==> config.mk <==
export PLATFORM = sky130hd
export DESIGN_NAME = seg_scan
export DESIGN_NICKNAME = d
export VERILOG_FILES = /design/src/rtl/seg_scan_pkg.sv /design/src/rtl/seg7_decode.sv /design/src/rtl/seg_scan.sv
export SDC_FILE = /design/constraint.sdc
export NUM_CORES = 1
export LEC_CHECK = 0
export ABC_AREA = 1
export CAP_MARGIN = 5
export CORE_MARGIN = 2
export CORE_UTILIZATION = 49
export CTS_BUF_LIST = sky130_fd_sc_hd__clkbuf_16
export DETAILED_ROUTE_END_ITERATION = 16
export HOLD_SLACK_MARGIN = 0.05
export PLACE_DENSITY = 0.83
export SLEW_MARGIN = 15
export SYNTH_ARGS = -nofsm -noshare
export SYNTH_HDL_FRONTEND = slang
export SYNTH_SLANG_ARGS = --single-unit
==> constraint.sdc <==
create_clock -name myCLK -period 1.5 [get_ports myCLK]
set_input_delay 0.3 -clock myCLK [delete_from_list [all_inputs] [get_ports myCLK]]
set_output_delay 0.3 -clock myCLK [all_outputs]
set_load 0.05 [all_outputs]
==> src/rtl/seg_scan_pkg.sv <==
// Shared constants for the multiplexed 7-segment scanner: anode one-hots,
// the hex segment table and the scan FSM state type.
package seg_scan_pkg;

  localparam logic [3:0] AN0    = 4'b1110;
  localparam logic [3:0] AN1    = 4'b1101;
  localparam logic [3:0] AN2    = 4'b1011;
  localparam logic [3:0] AN3    = 4'b0111;
  localparam logic [3:0] AN_OFF = 4'b1111;

  // Active-low g..a patterns, entry 15 first so SEG_TABLE[n] is digit n.
  localparam logic [15:0][6:0] SEG_TABLE = {
    7'h0E, 7'h06, 7'h21, 7'h46, 7'h03, 7'h08, 7'h10, 7'h00,
    7'h78, 7'h02, 7'h12, 7'h19, 7'h30, 7'h24, 7'h79, 7'h40
  };

  typedef enum logic [0:0] {StBlank, StShow} scan_state_e;

endpackage

==> src/rtl/seg7_decode.sv <==
// Combinational hex to active-low 7-segment (g..a) decoder.
module seg7_decode
  import seg_scan_pkg::*;
(
  input  logic [3:0] hex,
  output logic [6:0] seg
);

  always_comb begin
    seg = SEG_TABLE[hex];
  end

endmodule

==> src/rtl/seg_scan.sv <==
// Four-digit multiplexed display scanner: each slot blanks the anodes first so the
// external mux can settle, then shows the registered segment pattern.
module seg_scan
  import seg_scan_pkg::*;
#(
  parameter int unsigned DIV   = 100000,
  parameter int unsigned BLANK = 16
) (
  input  logic       myCLK,
  input  logic       Reset,
  input  logic       freeze,
  input  logic [3:0] store,
  input  logic [3:0] dp,
  output logic [3:0] AN_sel,
  output logic [3:0] AN,
  output logic [7:0] SEG
);

  localparam logic [19:0] CntLast   = 20'(DIV - 1);
  localparam logic [19:0] BlankLast = 20'(BLANK - 1);

  scan_state_e state_q, state_d;
  logic [19:0] slotCnt_q, slotCnt_d;
  logic [3:0]  anSel_d, an_d;
  logic [7:0]  seg_d;
  logic [6:0]  segDecoded;
  logic        dpBit;

  seg7_decode u_decode (
    .hex (store),
    .seg (segDecoded)
  );

  always_comb begin
    unique case (AN_sel)
      AN1:     dpBit = dp[1];
      AN2:     dpBit = dp[2];
      AN3:     dpBit = dp[3];
      default: dpBit = dp[0];
    endcase
  end

  always_comb begin
    state_d   = state_q;
    slotCnt_d = (slotCnt_q == CntLast) ? 20'd0 : slotCnt_q + 20'd1;
    anSel_d   = AN_sel;
    an_d      = AN;
    seg_d     = SEG;
    unique case (state_q)
      StBlank: begin
        if (slotCnt_q == BlankLast) begin
          state_d = StShow;
          an_d    = AN_sel;
          seg_d   = {~dpBit, segDecoded};
        end
      end
      StShow: begin
        if (slotCnt_q == CntLast) begin
          state_d = StBlank;
          an_d    = AN_OFF;
          // Digit select moves only as the anodes go dark, so the mux has the
          // whole blank window to return the new nibble.
          if (!freeze) anSel_d = {AN_sel[2:0], AN_sel[3]};
        end
      end
      default: state_d = StBlank;
    endcase
  end

  always_ff @(posedge myCLK) begin
    if (Reset) begin
      state_q   <= StBlank;
      slotCnt_q <= 20'd0;
      AN_sel    <= AN0;
      AN        <= AN_OFF;
      SEG       <= 8'hFF;
    end else begin
      state_q   <= state_d;
      slotCnt_q <= slotCnt_d;
      AN_sel    <= anSel_d;
      AN        <= an_d;
      SEG       <= seg_d;
    end
  end

endmodule

# Word-level counts from Yosys, hierarchy flattened
# Memory sizes are Yosys's and may differ from the RTL's. A register that Yosys moved wholly into a read port is not among the register bits.
# Cells that the tools add are included.
[classes]
add_sub_neg = 1
multipliers = 0
div_mod_pow = 0
order_cmp = 1
eq_ne = 7
shift = 0
n_mux = 8
bitwise = 3
n_reduce_logical = 4
[op_table]
columns = ["operator", "count"]
rows = [
  ["adder 20 x 1 -> 20 bit, second input constant", 1],
  ["equality test 20 x 17 -> 1 bit, second input constant", 1],
  ["equality test 20 x 4 -> 1 bit, second input constant", 1],
  ["equality test 4 bit, second input constant", 2],
  ["2-to-1 mux 4 bit", 2],
  ["case mux 4 bit (2 select lines)", 1],
  ["2-to-1 mux 7 bit", 1],
  ["< comparator 4 x 5 -> 1 bit, second input constant", 1],
  ["equality test 4 x 3 -> 1 bit, second input constant", 1],
  ["AND reduction 2 bit", 2],
  ["NOT 1 bit", 3],
  ["case mux 1 bit (3 select lines)", 1],
  ["AND reduction 3 bit", 1],
  ["2-to-1 mux 1 bit", 2],
  ["inequality test 2 x 1 -> 1 bit, second input constant", 1],
  ["inequality test 2 bit, second input constant", 1],
  ["case mux 1 bit (2 select lines)", 1],
  ["OR reduction 2 bit", 1],
]
[word_totals]
register_bits = 37
latch_bits = 0
ram_bits = 0
romBits = 112
wordCells = 30
memories = 1
[mem_list]
columns = ["name", "words", "width", "rd", "rd_clocked_by_memory_dff", "write_ports", "line_no", "rtl"]
rows = [
  ["(no name shown)", 16, 7, 1, 1, 0, "seg7_decode.sv:10", "seg = SEG_TABLE[hex];"],
]

# Longest topological paths before layout
# Gate-level depths: netlist of the first run.
[logic_depth]
ltp_word = 3
ltp_mapped = 10

# Cells and area by module
# Synthesis of the first run repeated with hierarchy kept, for this count alone.
[unflattened]
cells_unflattened = 320
area_unflattened_um2 = 2209.6
[modules_own_cells]
columns = ["mod", "instances", "cells_each", "area_each_um2", "seq_area_each_um2"]
rows = [
  ["seg_scan", 1, 271, 1935.6, 740.7],
  ["seg7_decode", 1, 49, 274.0, 0.0],
]

# Worst setup path after synthesis of the first run
# No wires, ideal clock.
[synth_path]
path_kind = "register to register"
from = "register slotCnt_q[0]"
to = "register SEG[6]"
t_arrival_ns = 1.326
path_slack_ns = 0.054
stages_incl_launch_ff = 10
period_less_slack_ns = 1.446
cell_sequence = "dfxtp_1 ha_1 inv_2 nor2_2 inv_2 nor2_4 nand3_4 buf_6 a21oi_1 o21ai_1"
[synth_via]
elab_chain_len = 2
[synth_rtl]
columns = ["item", "line_no", "rtl"]
rows = [
  ["start: declaration", "seg_scan.sv:23", "logic [19:0] slotCnt_q, slotCnt_d;"],
  ["start signal: assignment", "seg_scan.sv:79", "slotCnt_q <= slotCnt_d;"],
  ["equality test 20 x 4 -> 1 bit", "seg_scan.sv:51", "if (slotCnt_q == BlankLast) begin"],
  ["AND reduction 2 bit (no line)", "--", ""],
  ["end: declaration", "seg_scan.sv:16", "output logic [7:0] SEG"],
]
# No other way between the ends.
# A chain may end at the register's enable or synchronous reset.

# Final worst setup path of the first run
[layout_path]
from = "register slotCnt_q[6]"
to = "register slotCnt_q[15]"
[layout_via]
elab_chain_len = 2
elab_cells_between_ends = 3
[layout_rtl]
columns = ["item"]
rows = [
  ["branches (longest 2 deep; another with adder 20 x 1 -> 20 bit)"],
]
# Parallel ways; which one is timed is not known.

==> metrics, run 1 <==
power density over cell area between 800 and 900 nW/um^2; reg2reg setup slack between 0.05 and 0.06 ns; worst slew slack as a fraction of its limit 0.7080; Setup WS post-layout 0.05707 ns; post-route clock period utilization 0.9620; Avg Cell Area, Syn slightly below 7 um^2; per-cell routed wire length about 13 um; final hold violations 0; Crit-path slowest cell sky130_fd_sc_hd__nor3_1; FF-to-FF path depth 5; std cell rows 23; starting density of the core 0.5033; clock skew after layout around 0.0054 ns; CTS tree done; Worst EP required roughly 1.7 ns; post-synth design cell area slightly below 2000 um^2; number of nets in the final layout 353; Routed WL around 5100 um; routed vias 2032; worst reg2reg endpoint slotCnt_q[15]; Sw Ratio 0.1900; final antenna-violating net count 0; # diodes 0; horizontal die dimension approximately 68 um; worst-case clock buffer depth 2; H-tree depth 2; arrival time of the worst setup path about 1.6 ns; pin count of the biggest net entering global routing 21; final critical path time including I/O delays and setup approximately 1.4 ns; later-pin clock latency in the skew report between 0.2 and 0.3 ns; overall global routing resource usage 0.2313; multiplexer share of the synthesized area 0; RSZ-0062 raised after global routing true; destination of the worst hold path slotCnt_q[0]; number of buffers created by CTS 5; clock transition at the register clock pins on the worst setup and hold paths after CTS 0.06 ns; largest voltage drop on the vdd net approximately 630 uV; number of non-filler instances in the completed layout slightly below 400; count of unique library cells instantiated by Yosys 33; count of unresolved DRC violations after routing 0; combined flip-flop and latch cell area ~750 um^2; most common cell after layout, fill and taps aside sky130_fd_sc_hd__nand2_1; number of max-slew violations in the final report 0; combinational family with the most area after synthesis simple AND/OR/NAND/NOR gates; number of DRC markers after the initial detailed-route iteration roughly 120; Worst path max stage delay 0.41 ns; wire length of the first global-routing pass about 7900 um; Finish-stage setup viols 0; syn_nets 305; area of combinational cells with multiple inputs approximately 1200 um^2; clock sinks 37; net switching power 0.0004730 W; Sequential Power Share 0.401; die extent in y 67.64 um; Filler Cells Inserted roughly 260; root buffer selected by CTS sky130_fd_sc_hd__clkbuf_16; pre-CTS setup slack -0.1799 ns; FF-to-FF Start slotCnt_q[6]; length of routed wiring on met1 2151 um; kind of end point of the critical path flop; total power draw roughly 0.0025 W; category of the critical setup timing path reg -> reg; Syn-to-layout area delta 45.27%; internal power component 0.002016 W; num ports 27; worst-margin pin slew between 0.4 and 0.5 ns; total gr overflow 0; uppermost layer routed met4; most frequent cells in the layout sky130_fd_sc_hd__nand2_1, sky130_fd_sc_hd__nor2_1, sky130_fd_sc_hd__dfxtp_1, sky130_fd_sc_hd__inv_1, sky130_fd_sc_hd__nand3_1; total core area ~4000 um^2; Clock power frac 0.537; Detailed Routing Iterations Pass 1 6; fmax around 690 MHz; number of antenna violations at the first check in global routing 0; complex-gate fraction of the synthesized area 0.06620; ratio of cells with drive above 1 in the final layout 0.2113; Hold Slack roughly 0.45 ns; logic gate share of total power 0.062; via count of the first global-routing pass about 1800; run status finished, final reports clean; leakage power figure approximately 1.2 nW; post-synthesis share of cell area spent on full adders, half adders and majority gates 0.04414; overall die area roughly 4600 um^2; synthesized-area fraction occupied by and/or/nand/nor cells 0.4111; cells along the critical path nand2_1 > nor3_1 > nand3_1 > xor2_1 > nor2_1; sum of net half-perimeters after detailed placement 3551 um; Yosys reg bits 37; worst hold stages 1; number of buffer cells added on primary ports 26; Cells after DPL approximately 370; part of the Yosys area used for sequential elements 0.3733; routability congestion estimate from global placement just under 1; Post-Synthesis Cells about 290; max capacitance violation total 0; warning count from the yosys run 0; total of hold buffers inserted after clock tree synthesis 0; Critical Path Start Type flop; post-synthesis share of cell area spent on xor and xnor gates 0.03531; launch instance of the worst min-delay path slotCnt_q[0]; highest net fanout along the worst path 4; met3 WL between 200 and 250 um; worst hold-check path type reg -> reg; met2 routed WL around 2600 um; DR vias/cell ~5.3
synthesized netlist by cell type:
cell | instances | area, um^2
sky130_fd_sc_hd__inv_1 | 26 | 97.59
sky130_fd_sc_hd__o211ai_1 | 1 | 7.510
sky130_fd_sc_hd__nand3_4 | 1 | 17.52
sky130_fd_sc_hd__o21ai_0 | 6 | 30.03
sky130_fd_sc_hd__dfxtp_1 | 37 | 740.7
sky130_fd_sc_hd__a21oi_1 | 12 | 60.06
sky130_fd_sc_hd__a31oi_1 | 1 | 6.260
sky130_fd_sc_hd__nand2_1 | 74 | 277.8
sky130_fd_sc_hd__nor2_2 | 2 | 12.51
sky130_fd_sc_hd__nand3b_1 | 6 | 45.04
sky130_fd_sc_hd__xnor2_1 | 2 | 17.52
sky130_fd_sc_hd__nand3_2 | 1 | 10.01
sky130_fd_sc_hd__o22ai_1 | 1 | 6.260
sky130_fd_sc_hd__nor2_4 | 2 | 22.52
sky130_fd_sc_hd__or2_2 | 2 | 12.51
sky130_fd_sc_hd__nor3b_1 | 1 | 7.510
sky130_fd_sc_hd__nor2_1 | 49 | 183.9
sky130_fd_sc_hd__clkinv_1 | 1 | 3.750
sky130_fd_sc_hd__nor3_1 | 7 | 35.03
sky130_fd_sc_hd__a21boi_0 | 1 | 7.510
sky130_fd_sc_hd__nor3_2 | 1 | 10.01
sky130_fd_sc_hd__o21ai_1 | 1 | 5.000
sky130_fd_sc_hd__buf_4 | 2 | 15.01
sky130_fd_sc_hd__buf_6 | 1 | 11.26
sky130_fd_sc_hd__nand3_1 | 22 | 110.1
sky130_fd_sc_hd__nand4_1 | 8 | 50.05
sky130_fd_sc_hd__a32oi_1 | 1 | 8.760
sky130_fd_sc_hd__xor2_1 | 6 | 52.55
sky130_fd_sc_hd__ha_1 | 7 | 87.58
sky130_fd_sc_hd__nand4_2 | 1 | 12.51
sky130_fd_sc_hd__or2_4 | 1 | 8.760
sky130_fd_sc_hd__inv_2 | 2 | 7.510
sky130_fd_sc_hd__clkbuf_1 | 1 | 3.750
logic make-up (layout without fill, tap and decap cells):
logic type	count (synthesis)	count (layout)
and+or+nand+nor	178	178
DFF	37	37
buffers and inverters	33	82
AOI/OAI and AO/OA	24	24
xor gates and xnor gates	8	8
adders and majority gates	7	7
power groups by stage:
| stage | logic [W] | clock network, W | registers [W] |
|---|---|---|---|
| after detailed placement | 0.000136 | 0 | 0.00102 |
| final | 0.000154 | 0.00134 | 0.000999 |
| after floorplan | 0.0000644 | 0 | 0.00101 |
| after global placement | 0.000131 | 0 | 0.00102 |
| after CTS | 0.000138 | 0.00136 | 0.000994 |
| after global routing | 0.000170 | 0.00139 | 0.000999 |
metal layers:
| metal | vias to the layer above | track usage |
|---|---|---|
| met4 | 0 | 0.1071 |
| met2 | 53 | 0.3922 |
| li1 | 1027 | - |
| met3 | 14 | 0.06333 |
| met5 | - | 0 |
| met1 | 938 | 0.2690 |
sequential cells by signal, indices dropped and copies added (netlist names):
signal	count
AN	4
AN_sel	4
SEG	8
slotCnt_q	20
state_q	1
timing repair:
action                     in CTS  in global routing
cloned                          0                  3
buffers inserted                0                  1
setup endpoints to repair      23                 35
resized for setup               4                 22
pin swaps                       0                  4
hold endpoints to repair        0                  0
how the worst max path moves through the flow:
stage	depth (start not counted)	slack (ns)	start	end
3_3_place_gp	8	-0.14	store[0]	SEG[3]
4_1_cts	9	0.008	slotCnt_q[0]	AN_sel[2]
5_1_grt	7	-0.03	slotCnt_q[8]	AN[2]
6_report	5	0.06	slotCnt_q[6]	slotCnt_q[15]
2_1_floorplan	9	0.05	slotCnt_q[0]	SEG[6]
3_5_place_dp	8	-0.18	store[0]	SEG[3]
cell type report:
| class | count | share of cell area |
|---|---|---|
| multi-input combinational | 217 | 0.4058 |
| sequential | 37 | 0.2600 |
| timing repair buffer | 44 | 0.2049 |
| clock buffer | 5 | 0.04340 |
| inverter | 29 | 0.03993 |
| clock inverter | 3 | 0.02257 |
| tap | 50 | 0.02170 |
| timing repair inverter | 1 | 0.001736 |
worst max-delay path: cells and delay by family (launching register included):
kind	cells	cell delay, ns
XOR/XNOR	1	0.16
AND/OR/NAND/NOR	4	0.77
flip-flops	1	0.40
per-stage QoR:
stage               utilization  cell area (um^2)  setup TNS [ns]
floorplan                     -              1984               0
global placement         0.6500              2562         -0.6104
detailed placement       0.6500              2562         -0.7918
CTS                      0.7020              2768               0
global route             0.7312              2883        -0.06079
finish                   0.7312              2883               0
Power figures use the tool's default switching activity.
==> inputs of run 2 (changes only) <==
--- a/config.mk
+++ b/config.mk
@@ -7,11 +7,12 @@
 export LEC_CHECK = 0
 export ABC_AREA = 1
 export CAP_MARGIN = 5
-export CORE_MARGIN = 2
+export CORE_MARGIN = 3
 export CORE_UTILIZATION = 49
 export CTS_BUF_LIST = sky130_fd_sc_hd__clkbuf_16
 export DETAILED_ROUTE_END_ITERATION = 16
 export HOLD_SLACK_MARGIN = 0.05
+export MAX_ROUTING_LAYER = met4
 export PLACE_DENSITY = 0.83
 export SLEW_MARGIN = 15
 export SYNTH_ARGS = -nofsm -noshare
==> run 2 against run 1 <==
Compared with the run above:
- the flow now finishes with violations (setup timing)
- via count increased by 10%
- sequential cell count stayed put
- non-clock buffer count grew 4
- clock power shrank 25%
- clock-buffer cell count unchanged
- maximum frequency decreased by 4.8%
- sequential share of layout area down 0.30 points
- die area rose by 6.0%
- cell count increased by 0.26%
- global-route usage shrank 0.60 points
- combinational power is 8% higher
- critical path type unchanged
==> metrics, run 2 (synthesis results as in run 1) <==
fmax about 660 MHz; largest voltage drop on the vdd net around 800 uV; Critical Path Start Type flop; total core area 3771 um^2; launch instance of the worst min-delay path slotCnt_q[19]; worst slew slack as a fraction of its limit 0.7974; per-cell routed wire length between 15 and 20 um; later-pin clock latency in the skew report between 0.2 and 0.3 ns; Largest Register slotCnt_q; number of DRC markers after the initial detailed-route iteration between 200 and 300; H-tree depth 2; Sequential Power Share 0.462; largest registers slotCnt_q x20, SEG x8; routability congestion estimate from global placement between 0.9 and 1; Detailed Routing Iterations Pass 1 5; worst-margin pin slew approximately 0.30 ns; count of unresolved DRC violations after routing 0; Finish-stage setup viols 4; highest net fanout along the worst path 3; worst-case clock buffer depth 2; std cell rows 22; Routed WL about 6300 um; logic gate share of total power 0.077; Filler Cells Inserted 231; clock sinks 37; num ports 27; number of buffers created by CTS 5; starting density of the core 0.5262; final critical path time including I/O delays and setup between 1.5 and 2 ns; Clock power frac 0.462; CTS tree done; kind of end point of the critical path flop; die extent in y between 60 and 70 um; worst hold-check path type reg -> reg; DR vias/cell a little under 6; final hold violations 0; sum of net half-perimeters after detailed placement about 3600 um; Setup WS post-layout -0.01508 ns; most common cell after layout, fill and taps aside sky130_fd_sc_hd__nand2_1; Worst EP required 1.69 ns; via count of the first global-routing pass around 2000; clock skew after layout ~0.0059 ns; post-route clock period utilization 1.010; overall die area slightly below 5000 um^2; most frequent cells in the layout sky130_fd_sc_hd__nand2_1, sky130_fd_sc_hd__nor2_1, sky130_fd_sc_hd__dfxtp_1, sky130_fd_sc_hd__inv_1, sky130_fd_sc_hd__nand3_1; internal power component about 0.0017 W; Syn-to-layout area delta 46.47%; power density over cell area roughly 740 nW/um^2; wire length of the first global-routing pass ~8700 um; routed vias 2240; final antenna-violating net count 0; reg2reg setup slack -0.02 ns; pin count of the biggest net entering global routing 22; net switching power 0.0004853 W; Util after Layout 0.7707; max capacitance violation total 0; # diodes 0; number of buffer cells added on primary ports 26; clock transition at the register clock pins on the worst setup and hold paths after CTS 0.06 ns; category of the critical setup timing path reg -> reg; arrival time of the worst setup path 1.71 ns; start point of the critical path slotCnt_q[3]; overall global routing resource usage 0.2253; total gr overflow 0; FF-to-FF Start slotCnt_q[3]; number of nets in the final layout approximately 360; max FFs per register 20; leakage power figure 1.259 nW; number of antenna violations at the first check in global routing 0; ratio of cells with drive above 1 in the final layout 0.2271; run status finished, violations left; total of hold buffers inserted after clock tree synthesis 0; violated checks setup timing; Hold Slack about 0.48 ns; Sw Ratio 0.2242; root buffer selected by CTS sky130_fd_sc_hd__clkbuf_16; horizontal die dimension roughly 70 um; number of max-slew violations in the final report 0
-- run 2: changes by cell type in the layout (fill, tap and decap cells not counted), sizes merged, moves of 2 or more --
| cell | previous run | this run |
|---|---|---|
| buf | 33 | 36 |
| bufinv | 2 | 0 |
| clkinv | 1 | 3 |
| clkinvlp | 2 | 0 |
-- run 2: critical path: stages (launching register included) --
cell and delay (ns):
sky130_fd_sc_hd__dfxtp_1 0.36, sky130_fd_sc_hd__nand2_1 0.14, sky130_fd_sc_hd__nor2_4 0.17, sky130_fd_sc_hd__inv_2 0.07
sky130_fd_sc_hd__buf_4 0.15, sky130_fd_sc_hd__nor3_4 0.18, sky130_fd_sc_hd__nand3b_1 0.13, sky130_fd_sc_hd__a21oi_1 0.23
-- run 2: final timing paths --
check	endpoint	cells past startpoint
max	slotCnt_q[16]	7
max reg2reg	slotCnt_q[16]	7
min	slotCnt_q[19]	2
min reg2reg	slotCnt_q[19]	2
-- run 2: area by class of cell --
type,count,area (um^2),share of cell area
timing repair buffer,48,660.6,0.2273
tap,48,60.06,0.02066
clock buffer,5,125.1,0.04305
clock inverter,3,13.76,0.004735
inverter,29,110.1,0.03788
sequential,37,747.0,0.2570
multi-input combinational,217,1190,0.4094
-- run 2: repair_timing --
item                                    CTS  global route
pin swaps                                 0             4
setup buffers                             0             1
gates cloned                              0             2
resized for setup                         4            24
hold endpoints to repair                  0             0
endpoints found under the setup margin    9            37
-- run 2: power by group through the flow --
stage | registers, W | clock network [W] | logic [W]
2_1_floorplan | 0.00101 | 0 | 0.0000644
3_3_place_gp | 0.00101 | 0 | 0.000136
3_5_place_dp | 0.00102 | 0 | 0.000141
4_1_cts | 0.000994 | 0.000989 | 0.000142
5_1_grt | 0.000999 | 0.00105 | 0.000180
6_report | 0.000999 | 0.000999 | 0.000166
-- run 2: through the flow --
stage               setup TNS [ns]  std cells  setup WS, ns  total power (W)  instance area [um^2]
global route               -0.7867        387      -0.08306         0.002231                  2907
CTS                      -0.002096        384     -0.002096         0.002125                  2756
detailed placement          -1.030        376       -0.1757         0.001157                  2603
finish                    -0.03787        387      -0.01508         0.002165                  2907
global placement           -0.7161        376       -0.1286         0.001151                  2603
floorplan                        0        287       0.05402         0.001079                  1984
-- run 2: per-layer routing --
metal  up-vias  share of wire  global-route usage
li1       1035              -                   -
met1      1024           0.37              0.2476
met2       147           0.51              0.3845
met3        34          0.086             0.05072
met4         0          0.038              0.1085
met5         -              0                   -
==> inputs of run 3 (changes only) <==
==> constraint.sdc (replaced) <==
create_clock -name myCLK -period 1.2 [get_ports myCLK]
set_input_delay 0.24 -clock myCLK [delete_from_list [all_inputs] [get_ports myCLK]]
set_output_delay 0.24 -clock myCLK [all_outputs]
set_load 0.05 [all_outputs]
==> run 3 against run 2 <==
Compared with the run above:
- the flow still finishes with violations (setup timing)
- cell count increased by 9.0%
- sequential share of layout area decreased by 2.7 points
- sequential cell count unchanged
- register-to-register slack got worse by 0.32 ns
- sequential power increased by 25%
- non-clock buffer count increased by 35
- critical path type unchanged
- largest cell class unchanged
==> metrics, run 3 (synthesis results as in run 1) <==
run status finished, violations left; violated checks setup timing; std cell rows 22; most frequent cells in the layout sky130_fd_sc_hd__nand2_1, sky130_fd_sc_hd__buf_4, sky130_fd_sc_hd__nor2_1, sky130_fd_sc_hd__inv_1, sky130_fd_sc_hd__dfxtp_1; reg2reg setup slack -0.34 ns; worst slew slack as a fraction of its limit 0.7333; Critical path buffers and inverters 1; total core area about 3800 um^2; cells along the critical path nand2_1 > buf_4 > nor2_1 > nand3_1 > nor2_1 > nand3b_1 > a21oi_2; num ports 27; Syn-to-layout area delta 67.02%; category of the critical setup timing path reg -> reg; Crit-path slowest cell sky130_fd_sc_hd__dfxtp_1; max FFs per register 20; family with the most delay on the worst path simple AND/OR/NAND/NOR gates; sum of net half-perimeters after detailed placement 4333 um; worst-case clock buffer depth 2; number of antenna violations at the first check in global routing 0; Critical Path Start Type flop; per-cell routed wire length about 19 um; number of max-slew violations in the final report 0; RSZ-0062 raised after global routing true; final antenna-violating net count 0; Finish-stage setup viols 37; wire length of the first global-routing pass 11840 um; # diodes 0; clock skew after layout between 0.01 and 0.015 ns; Routed WL slightly below 8000 um; worst hold stages 2; power density over cell area between 800 and 900 nW/um^2; most frequent CP cell sky130_fd_sc_hd__nor2_1; ratio of cells with drive above 1 in the final layout 0.4225; total of hold buffers inserted after clock tree synthesis 0; later-pin clock latency in the skew report 0.29 ns; most common cell after layout, fill and taps aside sky130_fd_sc_hd__nand2_1; fmax about 650 MHz; CTS tree done; arrival time of the worst setup path about 1.8 ns; Detailed Routing Iterations Pass 1 5; clock transition at the register clock pins on the worst setup and hold paths after CTS ~0.060 ns; Largest Register slotCnt_q; pin count of the biggest net entering global routing 13; highest net fanout along the worst path 3; total gr overflow 0; destination of the worst hold path state_q; largest voltage drop on the vdd net between 1500 and 2000 uV; clock sinks 37; FF-to-FF path depth 7; worst-margin pin slew between 0.3 and 0.4 ns; number of buffer cells added on primary ports 26; launch instance of the worst min-delay path state_q; final critical path time including I/O delays and setup around 1.5 ns; starting density of the core 0.5262; total power draw just under 0.003 W; final hold violations 0; number of buffers created by CTS 5; H-tree depth 2; number of nets in the final layout just under 400; leakage power figure 1.403 nW; pre-CTS setup slack -0.4492 ns; overall die area between 4000 and 5000 um^2; post-route clock period utilization 1.280; horizontal die dimension 69.64 um; worst hold-check path type reg -> reg; root buffer selected by CTS sky130_fd_sc_hd__clkbuf_16; DR vias/cell slightly below 6; routed vias between 2000 and 2500; die extent in y slightly below 70 um; Worst path max stage delay 0.37 ns; Setup WS post-layout -0.3358 ns; final-layout setup total negative slack -8.801 ns; via count of the first global-routing pass around 2400; kind of end point of the critical path flop; Worst EP required around 1.4 ns; start point of the critical path slotCnt_q[15]; overall global routing resource usage 0.3159; largest registers slotCnt_q x20, SEG x8; FF-to-FF Start slotCnt_q[15]; max capacitance violation total 0; number of DRC markers after the initial detailed-route iteration 328; worst reg2reg endpoint slotCnt_q[19]; routability congestion estimate from global placement approximately 1.0; count of unresolved DRC violations after routing 0
==> run 3: cell types whose count changed in the layout (fill, tap and decap cells not counted), moves of 8 or more <==
| cell | change |
|---|---|
| sky130_fd_sc_hd__buf_4 | +35 |
| sky130_fd_sc_hd__nor2_1 | -15 |
| sky130_fd_sc_hd__nor2_2 | +12 |
| sky130_fd_sc_hd__a21oi_1 | -9 |
| sky130_fd_sc_hd__a21oi_2 | +8 |
| sky130_fd_sc_hd__dfxtp_1 | -8 |
==> run 3: worst register-to-register path, delay by kind of cell (launching register included) <==
kind / cells / cell delay, ns
AOI/OAI and AO/OA: 1 / 0.15
and+or+nand+nor: 5 / 0.80
buffers and inverters: 1 / 0.15
DFF: 1 / 0.37
==> run 3: report_power, final <==
| group | internal, W | switching (W) | leakage (nW) |
|---|---|---|---|
| registers | 0.00124 | 0.00000962 | 0.304 |
| logic | 0.000123 | 0.000133 | 1.02 |
| clock network | 0.000965 | 0.000511 | 0.0826 |
==> run 3: what timing repair did <==
item	in CTS	in global routing
resized for setup	52	27
endpoints found under the setup margin	38	38
setup buffers	3	1
pin swaps	4	6
==> run 3: layout make-up <==
class,instances,area [um^2]
fillers,153,456.7
multi-input cells,217,1345
clock inverters,3,37.54
well taps,48,60.06
flip-flops and latches,37,762.0
inverters,29,110.1
repair buffers,83,874.6
clock buffers,5,125.1
==> run 3: through the flow <==
step / hold slack (ns) / cell area [um^2] / util / instances
after floorplan: 0.3284 / 2027 / - / 287
after global placement: 0.4266 / 2868 / 0.7605 / 410
after detailed placement: 0.4608 / 2868 / 0.7605 / 410
after CTS: 0.5038 / 3233 / 0.8573 / 421
after global routing: 0.5556 / 3314 / 0.8789 / 422
final: 0.5217 / 3314 / 0.8789 / 422
==> run 3: worst max path at each step <==
stage,slack (ns),cells past startpoint,endpoint
3_5_place_dp,-0.45,7,SEG[2]
2_1_floorplan,-0.12,9,SEG[6]
4_1_cts,-0.20,10,AN[1]
5_1_grt,-0.34,10,AN[2]
6_report,-0.34,7,slotCnt_q[19]
3_3_place_gp,-0.37,7,SEG[2]
==> run 3: metal layers <==
metal | vias up | share of wire | GRT usage | wire length (um)
met5 | - | 0 | - | 0
met4 | 0 | 0.067 | 0.1766 | 529
met3 | 54 | 0.068 | 0.06522 | 533
met2 | 152 | 0.50 | 0.5604 | 3891
met1 | 1138 | 0.37 | 0.3227 | 2898
li1 | 1103 | - | - | -
